<file path="config.mk">
export PLATFORM = sky130hd
export DESIGN_NAME = video_timing_gen_flat
export DESIGN_NICKNAME = d
export VERILOG_FILES = /design/src/rtl/video_timing_pkg.sv /design/src/rtl/video_timing_gen_if.sv /design/src/rtl/video_timing_gen_delay_line.sv /design/src/rtl/video_timing_gen.sv /design/src/flat_wrapper.sv
export SDC_FILE = /design/constraint.sdc
export NUM_CORES = 1
export LEC_CHECK = 0
export BUFFER_PORTS_ARGS = -buffer_cell sky130_fd_sc_hd__buf_4
export CAP_MARGIN = 25
export CELL_PAD_IN_SITES_DETAIL_PLACEMENT = 0
export CELL_PAD_IN_SITES_GLOBAL_PLACEMENT = 1
export CORE_ASPECT_RATIO = 1.1
export CORE_UTILIZATION = 50
export DETAILED_ROUTE_END_ITERATION = 10
export PLACE_DENSITY = 0.82
export SLEW_MARGIN = 20
export SYNTH_ARGS = -nofsm -noshare
export SYNTH_HDL_FRONTEND = slang
export SYNTH_HIERARCHICAL = 1
export SYNTH_SLANG_ARGS = --single-unit
</file>
<file path="constraint.sdc">
create_clock -name clk_rgb -period 6.6 [get_ports clk_rgb]
set_clock_uncertainty 0.1 [all_clocks]
set_input_delay 0.99 -clock clk_rgb [delete_from_list [all_inputs] [get_ports clk_rgb]]
set_output_delay 0.99 -clock clk_rgb [all_outputs]
set_load 0.01 [all_outputs]
</file>
<file path="src/rtl/video_timing_pkg.sv">
// Shared timing types and helpers for the video timing generator.
// Provides the per-axis timing record, the line/frame total helper and 640x480 presets.
package video_timing_pkg;

    typedef struct packed {
        int   active;
        int   back_porch;
        int   front_porch;
        int   sync;
        logic polarity;
    } vtg_timing_t;

    localparam vtg_timing_t VTG_640x480_H = '{active: 32'd640, back_porch: 32'd48,
                                               front_porch: 32'd16, sync: 32'd96,
                                               polarity: 1'b0};
    localparam vtg_timing_t VTG_640x480_V = '{active: 32'd480, back_porch: 32'd33,
                                               front_porch: 32'd10, sync: 32'd2,
                                               polarity: 1'b0};

    function automatic int vtg_total(input vtg_timing_t t);
        return t.back_porch + t.active + t.front_porch + t.sync;
    endfunction

    // Bit width able to hold 0..n-1, never narrower than one bit.
    function automatic int vtg_width(input int n);
        return ($clog2(n) < 1) ? 32'd1 : $clog2(n);
    endfunction

endpackage

</file>
<file path="src/rtl/video_timing_gen_if.sv">
// Output bundle of the video timing generator (coordinates, syncs, frame pulses).
// frame_cnt exists only when VTG_FRAME_CNT_EN is defined.
interface video_timing_gen_if #(
    parameter int X_WIDTH = 10,
    parameter int Y_WIDTH = 9
`ifdef VTG_FRAME_CNT_EN
    , parameter int FRAME_CNT_WIDTH = 16
`endif
);
    logic [X_WIDTH-1:0]         x;
    logic [Y_WIDTH-1:0]         y;
    logic                       coord_valid;
    logic                       hs;
    logic                       vs;
    logic                       de;
    logic                       line_start;
    logic                       frame_start;
    logic                       swap;
`ifdef VTG_FRAME_CNT_EN
    logic [FRAME_CNT_WIDTH-1:0] frame_cnt;
`endif

    modport master (
        output x, y, coord_valid, hs, vs, de, line_start, frame_start, swap
`ifdef VTG_FRAME_CNT_EN
        , frame_cnt
`endif
    );

    modport slave (
        input x, y, coord_valid, hs, vs, de, line_start, frame_start, swap
`ifdef VTG_FRAME_CNT_EN
        , frame_cnt
`endif
    );
endinterface

</file>
<file path="src/rtl/video_timing_gen_delay_line.sv">
// ce-gated shift register of configurable width and depth with a reset value.
// DEPTH of 0 degenerates to a combinational pass-through.
module vtg_delay_line #(
    parameter int               WIDTH     = 1,
    parameter int               DEPTH     = 1,
    parameter logic [WIDTH-1:0] RESET_VAL = '0
) (
    input  logic             clk,
    input  logic             rst,
    input  logic             ce,
    input  logic [WIDTH-1:0] din,
    output logic [WIDTH-1:0] dout
);

    if (WIDTH < 1 || DEPTH < 0 || DEPTH > 15) begin : g_param_err
        $error("vtg_delay_line: WIDTH must be >= 1 and DEPTH within 0..15");
    end

    if (DEPTH == 0) begin : g_pass
        logic unused_s;
        assign unused_s = ^{clk, rst, ce};
        assign dout     = din;
    end else begin : g_shift
        logic [WIDTH-1:0] stage_r [DEPTH];

        // Shift one stage per ce; the whole line loads RESET_VAL on reset.
        always_ff @(posedge clk or posedge rst) begin
            if (rst) begin
                for (int i = 0; i < DEPTH; i++) begin
                    stage_r[i] <= RESET_VAL;
                end
            end else if (ce) begin
                stage_r[0] <= din;
                for (int i = 1; i < DEPTH; i++) begin
                    stage_r[i] <= stage_r[i-1];
                end
            end
        end

        assign dout = stage_r[DEPTH-1];
    end

endmodule

</file>
<file path="src/rtl/video_timing_gen.sv">
// Raster timing generator: coordinates lead hs/vs/de by LOOKAHEAD ce steps.
// Optional completed-frame counter enabled by the VTG_FRAME_CNT_EN macro.
module video_timing_gen
    import video_timing_pkg::*;
#(
    parameter int HOR_ACTIVE_PIXELS      = VTG_640x480_H.active,
    parameter int HOR_BACK_PORCH_PIXELS  = VTG_640x480_H.back_porch,
    parameter int HOR_FRONT_PORCH_PIXELS = VTG_640x480_H.front_porch,
    parameter int HOR_SYNC_PIXELS        = VTG_640x480_H.sync,
    parameter bit HOR_SYNC_POLARITY      = VTG_640x480_H.polarity,
    parameter int VER_ACTIVE_PIXELS      = VTG_640x480_V.active,
    parameter int VER_BACK_PORCH_PIXELS  = VTG_640x480_V.back_porch,
    parameter int VER_FRONT_PORCH_PIXELS = VTG_640x480_V.front_porch,
    parameter int VER_SYNC_PIXELS        = VTG_640x480_V.sync,
    parameter bit VER_SYNC_POLARITY      = VTG_640x480_V.polarity,
    parameter int LOOKAHEAD              = 2,
    parameter int FRAME_CNT_WIDTH        = 16
) (
    input  logic                 clk_rgb,
    input  logic                 rst,
    input  logic                 ce,
    video_timing_gen_if.master   vid
);

    localparam vtg_timing_t H_TIM = '{active: HOR_ACTIVE_PIXELS, back_porch: HOR_BACK_PORCH_PIXELS,
                                      front_porch: HOR_FRONT_PORCH_PIXELS, sync: HOR_SYNC_PIXELS,
                                      polarity: HOR_SYNC_POLARITY};
    localparam vtg_timing_t V_TIM = '{active: VER_ACTIVE_PIXELS, back_porch: VER_BACK_PORCH_PIXELS,
                                      front_porch: VER_FRONT_PORCH_PIXELS, sync: VER_SYNC_PIXELS,
                                      polarity: VER_SYNC_POLARITY};
    localparam int HT      = vtg_total(H_TIM);
    localparam int VT      = vtg_total(V_TIM);
    localparam int HW      = vtg_width(HT);
    localparam int VW      = vtg_width(VT);
    localparam int X_WIDTH = vtg_width(HOR_ACTIVE_PIXELS);
    localparam int Y_WIDTH = vtg_width(VER_ACTIVE_PIXELS);
    localparam int H_ACT_END    = H_TIM.back_porch + H_TIM.active;
    localparam int V_ACT_END    = V_TIM.back_porch + V_TIM.active;
    localparam int H_SYNC_START = H_ACT_END + H_TIM.front_porch;
    localparam int V_SYNC_START = V_ACT_END + V_TIM.front_porch;

    if (HOR_ACTIVE_PIXELS < 1 || HOR_BACK_PORCH_PIXELS < 1 || HOR_FRONT_PORCH_PIXELS < 1 ||
        HOR_SYNC_PIXELS < 1 || VER_ACTIVE_PIXELS < 1 || VER_BACK_PORCH_PIXELS < 1 ||
        VER_FRONT_PORCH_PIXELS < 1 || VER_SYNC_PIXELS < 1 || LOOKAHEAD < 0 || LOOKAHEAD > 15 ||
        FRAME_CNT_WIDTH < 1) begin : g_param_err
        $error("video_timing_gen: porch/sync/active must be >= 1 and LOOKAHEAD within 0..15");
    end

    logic [HW-1:0]      h_cnt_r, h_nxt_s;
    logic [VW-1:0]      v_cnt_r, v_nxt_s;
    logic               h_wrap_s, frame_wrap_s;
    logic [X_WIDTH-1:0] x_r, x_nxt_s;
    logic [Y_WIDTH-1:0] y_r, y_nxt_s;
    logic               cv_r, cv_nxt_s;
    logic               hs_raw_r, hs_nxt_s;
    logic               vs_raw_r, vs_nxt_s;
    logic               swap_r;
    logic [2:0]         dly_s;

    // Next raster position; registers only take it when ce is high.
    always_comb begin
        h_wrap_s     = (h_cnt_r == HW'(HT - 1));
        frame_wrap_s = h_wrap_s && (v_cnt_r == VW'(VT - 1));
        h_nxt_s      = h_cnt_r + HW'(1);
        v_nxt_s      = v_cnt_r;
        if (h_wrap_s) begin
            h_nxt_s = '0;
            if (v_cnt_r == VW'(VT - 1)) begin
                v_nxt_s = '0;
            end else begin
                v_nxt_s = v_cnt_r + VW'(1);
            end
        end else begin
            v_nxt_s = v_cnt_r;
        end
    end

    // Decode the next position so the registered stage-0 values line up with the counters.
    always_comb begin
        cv_nxt_s = (h_nxt_s >= HW'(H_TIM.back_porch)) && (h_nxt_s < HW'(H_ACT_END)) &&
                   (v_nxt_s >= VW'(V_TIM.back_porch)) && (v_nxt_s < VW'(V_ACT_END));
        if (cv_nxt_s) begin
            x_nxt_s = X_WIDTH'(h_nxt_s - HW'(H_TIM.back_porch));
            y_nxt_s = Y_WIDTH'(v_nxt_s - VW'(V_TIM.back_porch));
        end else begin
            x_nxt_s = '0;
            y_nxt_s = '0;
        end
        hs_nxt_s = (h_nxt_s >= HW'(H_SYNC_START)) ? HOR_SYNC_POLARITY : ~HOR_SYNC_POLARITY;
        vs_nxt_s = (v_nxt_s >= VW'(V_SYNC_START)) ? VER_SYNC_POLARITY : ~VER_SYNC_POLARITY;
    end

    // Raster counters.
    always_ff @(posedge clk_rgb or posedge rst) begin
        if (rst) begin
            h_cnt_r <= '0;
            v_cnt_r <= '0;
        end else if (ce) begin
            h_cnt_r <= h_nxt_s;
            v_cnt_r <= v_nxt_s;
        end
    end

    // Stage-0 outputs and the one-step swap pulse raised by the frame wrap.
    always_ff @(posedge clk_rgb or posedge rst) begin
        if (rst) begin
            x_r      <= '0;
            y_r      <= '0;
            cv_r     <= 1'b0;
            hs_raw_r <= ~HOR_SYNC_POLARITY;
            vs_raw_r <= ~VER_SYNC_POLARITY;
            swap_r   <= 1'b0;
        end else if (ce) begin
            x_r      <= x_nxt_s;
            y_r      <= y_nxt_s;
            cv_r     <= cv_nxt_s;
            hs_raw_r <= hs_nxt_s;
            vs_raw_r <= vs_nxt_s;
            swap_r   <= frame_wrap_s;
        end
    end

    vtg_delay_line #(
        .WIDTH     (3),
        .DEPTH     (LOOKAHEAD),
        .RESET_VAL ({~HOR_SYNC_POLARITY, ~VER_SYNC_POLARITY, 1'b0})
    ) u_sync_dly (
        .clk  (clk_rgb),
        .rst  (rst),
        .ce   (ce),
        .din  ({hs_raw_r, vs_raw_r, cv_r}),
        .dout (dly_s)
    );

`ifdef VTG_FRAME_CNT_EN
    logic [FRAME_CNT_WIDTH-1:0] frame_cnt_r;

    // Completed-frame count, bumped together with the swap pulse.
    always_ff @(posedge clk_rgb or posedge rst) begin
        if (rst) begin
            frame_cnt_r <= '0;
        end else if (ce && frame_wrap_s) begin
            frame_cnt_r <= frame_cnt_r + FRAME_CNT_WIDTH'(1);
        end
    end

    assign vid.frame_cnt = frame_cnt_r;
`endif

    assign vid.x           = x_r;
    assign vid.y           = y_r;
    assign vid.coord_valid = cv_r;
    assign vid.hs          = dly_s[2];
    assign vid.vs          = dly_s[1];
    assign vid.de          = dly_s[0];
    assign vid.line_start  = (h_cnt_r == '0);
    assign vid.frame_start = (h_cnt_r == '0) && (v_cnt_r == '0);
    assign vid.swap        = swap_r;

endmodule
</file>
<file path="src/flat_wrapper.sv">
// flat-port wrapper written by rule: the top's interface ports become plain ports
module video_timing_gen_flat import video_timing_pkg::*;
#(
    parameter int HOR_ACTIVE_PIXELS      = VTG_640x480_H.active,
    parameter int HOR_BACK_PORCH_PIXELS  = VTG_640x480_H.back_porch,
    parameter int HOR_FRONT_PORCH_PIXELS = VTG_640x480_H.front_porch,
    parameter int HOR_SYNC_PIXELS        = VTG_640x480_H.sync,
    parameter bit HOR_SYNC_POLARITY      = VTG_640x480_H.polarity,
    parameter int VER_ACTIVE_PIXELS      = VTG_640x480_V.active,
    parameter int VER_BACK_PORCH_PIXELS  = VTG_640x480_V.back_porch,
    parameter int VER_FRONT_PORCH_PIXELS = VTG_640x480_V.front_porch,
    parameter int VER_SYNC_PIXELS        = VTG_640x480_V.sync,
    parameter bit VER_SYNC_POLARITY      = VTG_640x480_V.polarity,
    parameter int LOOKAHEAD              = 2,
    parameter int FRAME_CNT_WIDTH        = 16
)
  (clk_rgb, rst, ce, vid_x, vid_y, vid_coord_valid, vid_hs, vid_vs, vid_de, vid_line_start, vid_frame_start, vid_swap);
  video_timing_gen_if vid_i ();
  input  logic clk_rgb;
  input  logic rst;
  input  logic ce;
  output wire logic [$bits(vid_i.x)-1:0] vid_x;
  output wire logic [$bits(vid_i.y)-1:0] vid_y;
  output wire logic [$bits(vid_i.coord_valid)-1:0] vid_coord_valid;
  output wire logic [$bits(vid_i.hs)-1:0] vid_hs;
  output wire logic [$bits(vid_i.vs)-1:0] vid_vs;
  output wire logic [$bits(vid_i.de)-1:0] vid_de;
  output wire logic [$bits(vid_i.line_start)-1:0] vid_line_start;
  output wire logic [$bits(vid_i.frame_start)-1:0] vid_frame_start;
  output wire logic [$bits(vid_i.swap)-1:0] vid_swap;
  assign vid_x = vid_i.x;
  assign vid_y = vid_i.y;
  assign vid_coord_valid = vid_i.coord_valid;
  assign vid_hs = vid_i.hs;
  assign vid_vs = vid_i.vs;
  assign vid_de = vid_i.de;
  assign vid_line_start = vid_i.line_start;
  assign vid_frame_start = vid_i.frame_start;
  assign vid_swap = vid_i.swap;
  video_timing_gen #(.HOR_ACTIVE_PIXELS(HOR_ACTIVE_PIXELS), .HOR_BACK_PORCH_PIXELS(HOR_BACK_PORCH_PIXELS), .HOR_FRONT_PORCH_PIXELS(HOR_FRONT_PORCH_PIXELS), .HOR_SYNC_PIXELS(HOR_SYNC_PIXELS), .HOR_SYNC_POLARITY(HOR_SYNC_POLARITY), .VER_ACTIVE_PIXELS(VER_ACTIVE_PIXELS), .VER_BACK_PORCH_PIXELS(VER_BACK_PORCH_PIXELS), .VER_FRONT_PORCH_PIXELS(VER_FRONT_PORCH_PIXELS), .VER_SYNC_PIXELS(VER_SYNC_PIXELS), .VER_SYNC_POLARITY(VER_SYNC_POLARITY), .LOOKAHEAD(LOOKAHEAD), .FRAME_CNT_WIDTH(FRAME_CNT_WIDTH)) u_core (.clk_rgb(clk_rgb), .rst(rst), .ce(ce), .vid(vid_i));
endmodule
</file>
==> impl_metrics.ini <==
[place]
dp_cells = 412
globalplace.congestion = 0.865
port-buffer-count = 28
hpwl_um = 4530
dpl_cell_area_mm2 = 0.00330

[sta]
min_period_ps = 4390
final_hold_viol_count = 0
period_share_pct = 66.5
drv_slew = 0
slew_headroom_pct = 36.9
max_freq_mhz = 228
setup_viol = 0
holdWs_ps = 398
grt_setup_unrepaired = no
worst_pin_slew_ps = 939
tns_ps = 0

[hold_path]
holdCritPathClass = register to register

[setup_path]
max_stage_delay_ps = 820
path_cells = ha_1 -> nand4_4 -> nor3_1 -> and3_1 -> a21oi_1 -> ha_1 -> nor3b_1 -> mux2i_1 -> a211oi_1 -> a221oi_1 -> o2111ai_2 -> buf_8 -> o32ai_2
slowest_stage = nor3_1
critPathRequiredTime_ps = 6710
crit_family = simple AND/OR/NAND/NOR gates
crit_buf_inv = 1
cp-end-kind = register
crit_path_start_kind = register
crit_path_frequent_cell = ha_1
cp_max_fo = 12
critPathArrivalTime_ps = 4500
crit_type = register to register

[cells_and_area]
layout_commonest_cell = dfrtp_1
fin_util_pct = 57.8
area_delta_synth_final_pct = 9.01
fin_nets = 355
final_area_mm2 = 0.00342
antenna_cells = 0
layout_common_cells = dfrtp_1 (43), inv_1 (34), buf_4 (29)
stdcell_count = 420
drive_gt1_share_pct = 19.5

[grt]
grt_pass1_wl_um = 11200
grt_max_degree = 62
grt_pass1_vias = 2291
track_usage_pct = 21.6
grt.overflow.total = 0
antenna_found_initial = 0

[route]
drc = 0
finalWirelength_um = 6520
firstDrtPassIters = 4
detail-route-antenna-nets = 0
routed_via_density = 5.71
vias = 2400
wl_per_cell_um = 15.5
drtIter0Drc = 172

[synthesis]
synthCells = 334
ys_ff_latch = 49
synth_cell_types = 58
synth_top_cell_area_share_pct = 34.3
syn_nets = 346
synthArstFlopShare_pct = 100
ys_warn_count = 6
synth.largest_area_cell = dfrtp_1
synth_edf_count = 0
synth_area_leaders = dfrtp_1 (34%), xnor2_1 (6.4%), dfstp_2 (5.0%)
synth-seq-area-share_pct = 39.3
synth_ff_type = dfrtp_1
syn_area_per_cell_um2 = 9.40
syn_area_mm2 = 0.00314

[cts]
clk-insertion-delay-late_ps = 300
ctsHtreeMaxLevel = 2
post-cts-setup-buffers = 0
ctsHoldBuffers = 0
cts_tree = built
clkTransAtPathRegs_ps = 90
cts_root_buffer = clkbuf_8
numCtsBuffers = 5
cts.sinks = 49
cts_resized = 0
clock_path_buffers = 2

[power_and_ir_drop]
pwr-share-comb_pct = 23.3
power_switching_uw = 254
powerDensity_mw_per_mm2 = 224
ir_worst_vdd_mv = 0.124
p_sw_share_pct = 33.1
p_seq_share_pct = 49.6
p_int_uw = 512
p_leak_uw = 0.00152
p_clk_share_pct = 27.1

[floorplan]
coreArea_mm2 = 0.00591
num_rows = 29
ioPinCount = 29
fp.dieArea_mm2 = 0.00660
die_h_um = 85.1
fp.dieW_um = 77.5
initial_core_util_pct = 53.1

[job]
cap_violations = 0

[status]
outcome = finished, final reports clean
routing by layer:
| layer | vias up | GRT usage (%) | routed length [um] |
|---|---|---|---|
| met4 | 0 | 9.09 | 112 |
| li1 | 1174 | - | - |
| met5 | - | 0 | 0 |
| met1 | 1175 | 29.6 | 3020 |
| met3 | 10 | 3.44 | 190 |
| met2 | 41 | 34.0 | 3190 |
through the flow:
step / power [uW] / worst slack, ps
after global placement: 561 / 2220
after global routing: 819 / 1840
after CTS: 773 / 2010
final: 767 / 2210
after detailed placement: 563 / 2040
after floorplan: 528 / 3230
registers in the layout, summed over array words and instances, names as in the netlist:
| name | cells |
|---|---|
| u_core/h_cnt_r | 10 |
| u_core/v_cnt_r | 10 |
| u_core/vid.x | 10 |
| u_core/vid.y | 9 |
| u_core/u_sync_dly/dout | 3 |
| u_core/u_sync_dly/g_shift.stage_r | 3 |
| u_core/hs_raw_r | 1 |
| u_core/vid.coord_valid | 1 |
| u_core/vid.swap | 1 |
| u_core/vs_raw_r | 1 |
layout make-up:
cell class,instances,area (um^2)
multi-input cells,222,1620
inverters,35,131
repair buffers,30,233
fillers,559,2490
clock buffers,5,68.8
well taps,77,96.3
flip-flops and latches,49,1230
clock inverters,2,35.0
cells by family (layout without fill, tap and decap cells):
group,after synthesis,after routing,share of synthesized area [%]
AND/OR/NAND/NOR,104,104,19.5
buffers and inverters,63,72,8.97
AO/OA/AOI/OAI,61,61,13.4
flip-flops,49,49,39.3
XOR/XNOR,33,33,9.21
multiplexers,15,15,5.94
adder cells (fa/ha/maj),9,9,3.59
power by group through the flow:
| stage | Combinational [uW] | Sequential (uW) | Clock, uW |
|---|---|---|---|
| final | 179 | 380 | 208 |
| after global routing | 204 | 386 | 229 |
| after CTS | 180 | 379 | 214 |
| after detailed placement | 178 | 385 | 0 |
| after global placement | 177 | 383 | 0 |
| after floorplan | 179 | 349 | 0 |
synth_stat cells, drive strengths merged (9+ instances only):
cell type,count
a21oi,12
buf,17
clkbuf,11
dfrtp,43
ha,9
inv,35
mux2,11
nand2,23
nand3,18
nor2,19
o21ai,11
o22ai,17
xnor2,23
xor2,10
worst min-delay path, stage by stage, from the launching register on:
cell and delay [ps]:
dfstp_2 380, nor2_1 80, a21oi_1 50
path summary, 6_finish.rpt:
path,end,cells past startpoint,start,slack [ps]
min in group asynchronous,u_core/u_sync_dly/g_shift.stage_r[3],2,rst,510
worst max-delay path,u_core/vid.y[7],13,u_core/h_cnt_r[0],2210
worst min-delay path,u_core/hs_raw_r,2,u_core/hs_raw_r,400
max in group asynchronous,u_core/vid.x[3],3,rst,5310
worst min register to register,u_core/hs_raw_r,2,u_core/hs_raw_r,400
worst max register to register,u_core/vid.y[7],13,u_core/h_cnt_r[0],2210
Power figures use the tool's default switching activity.
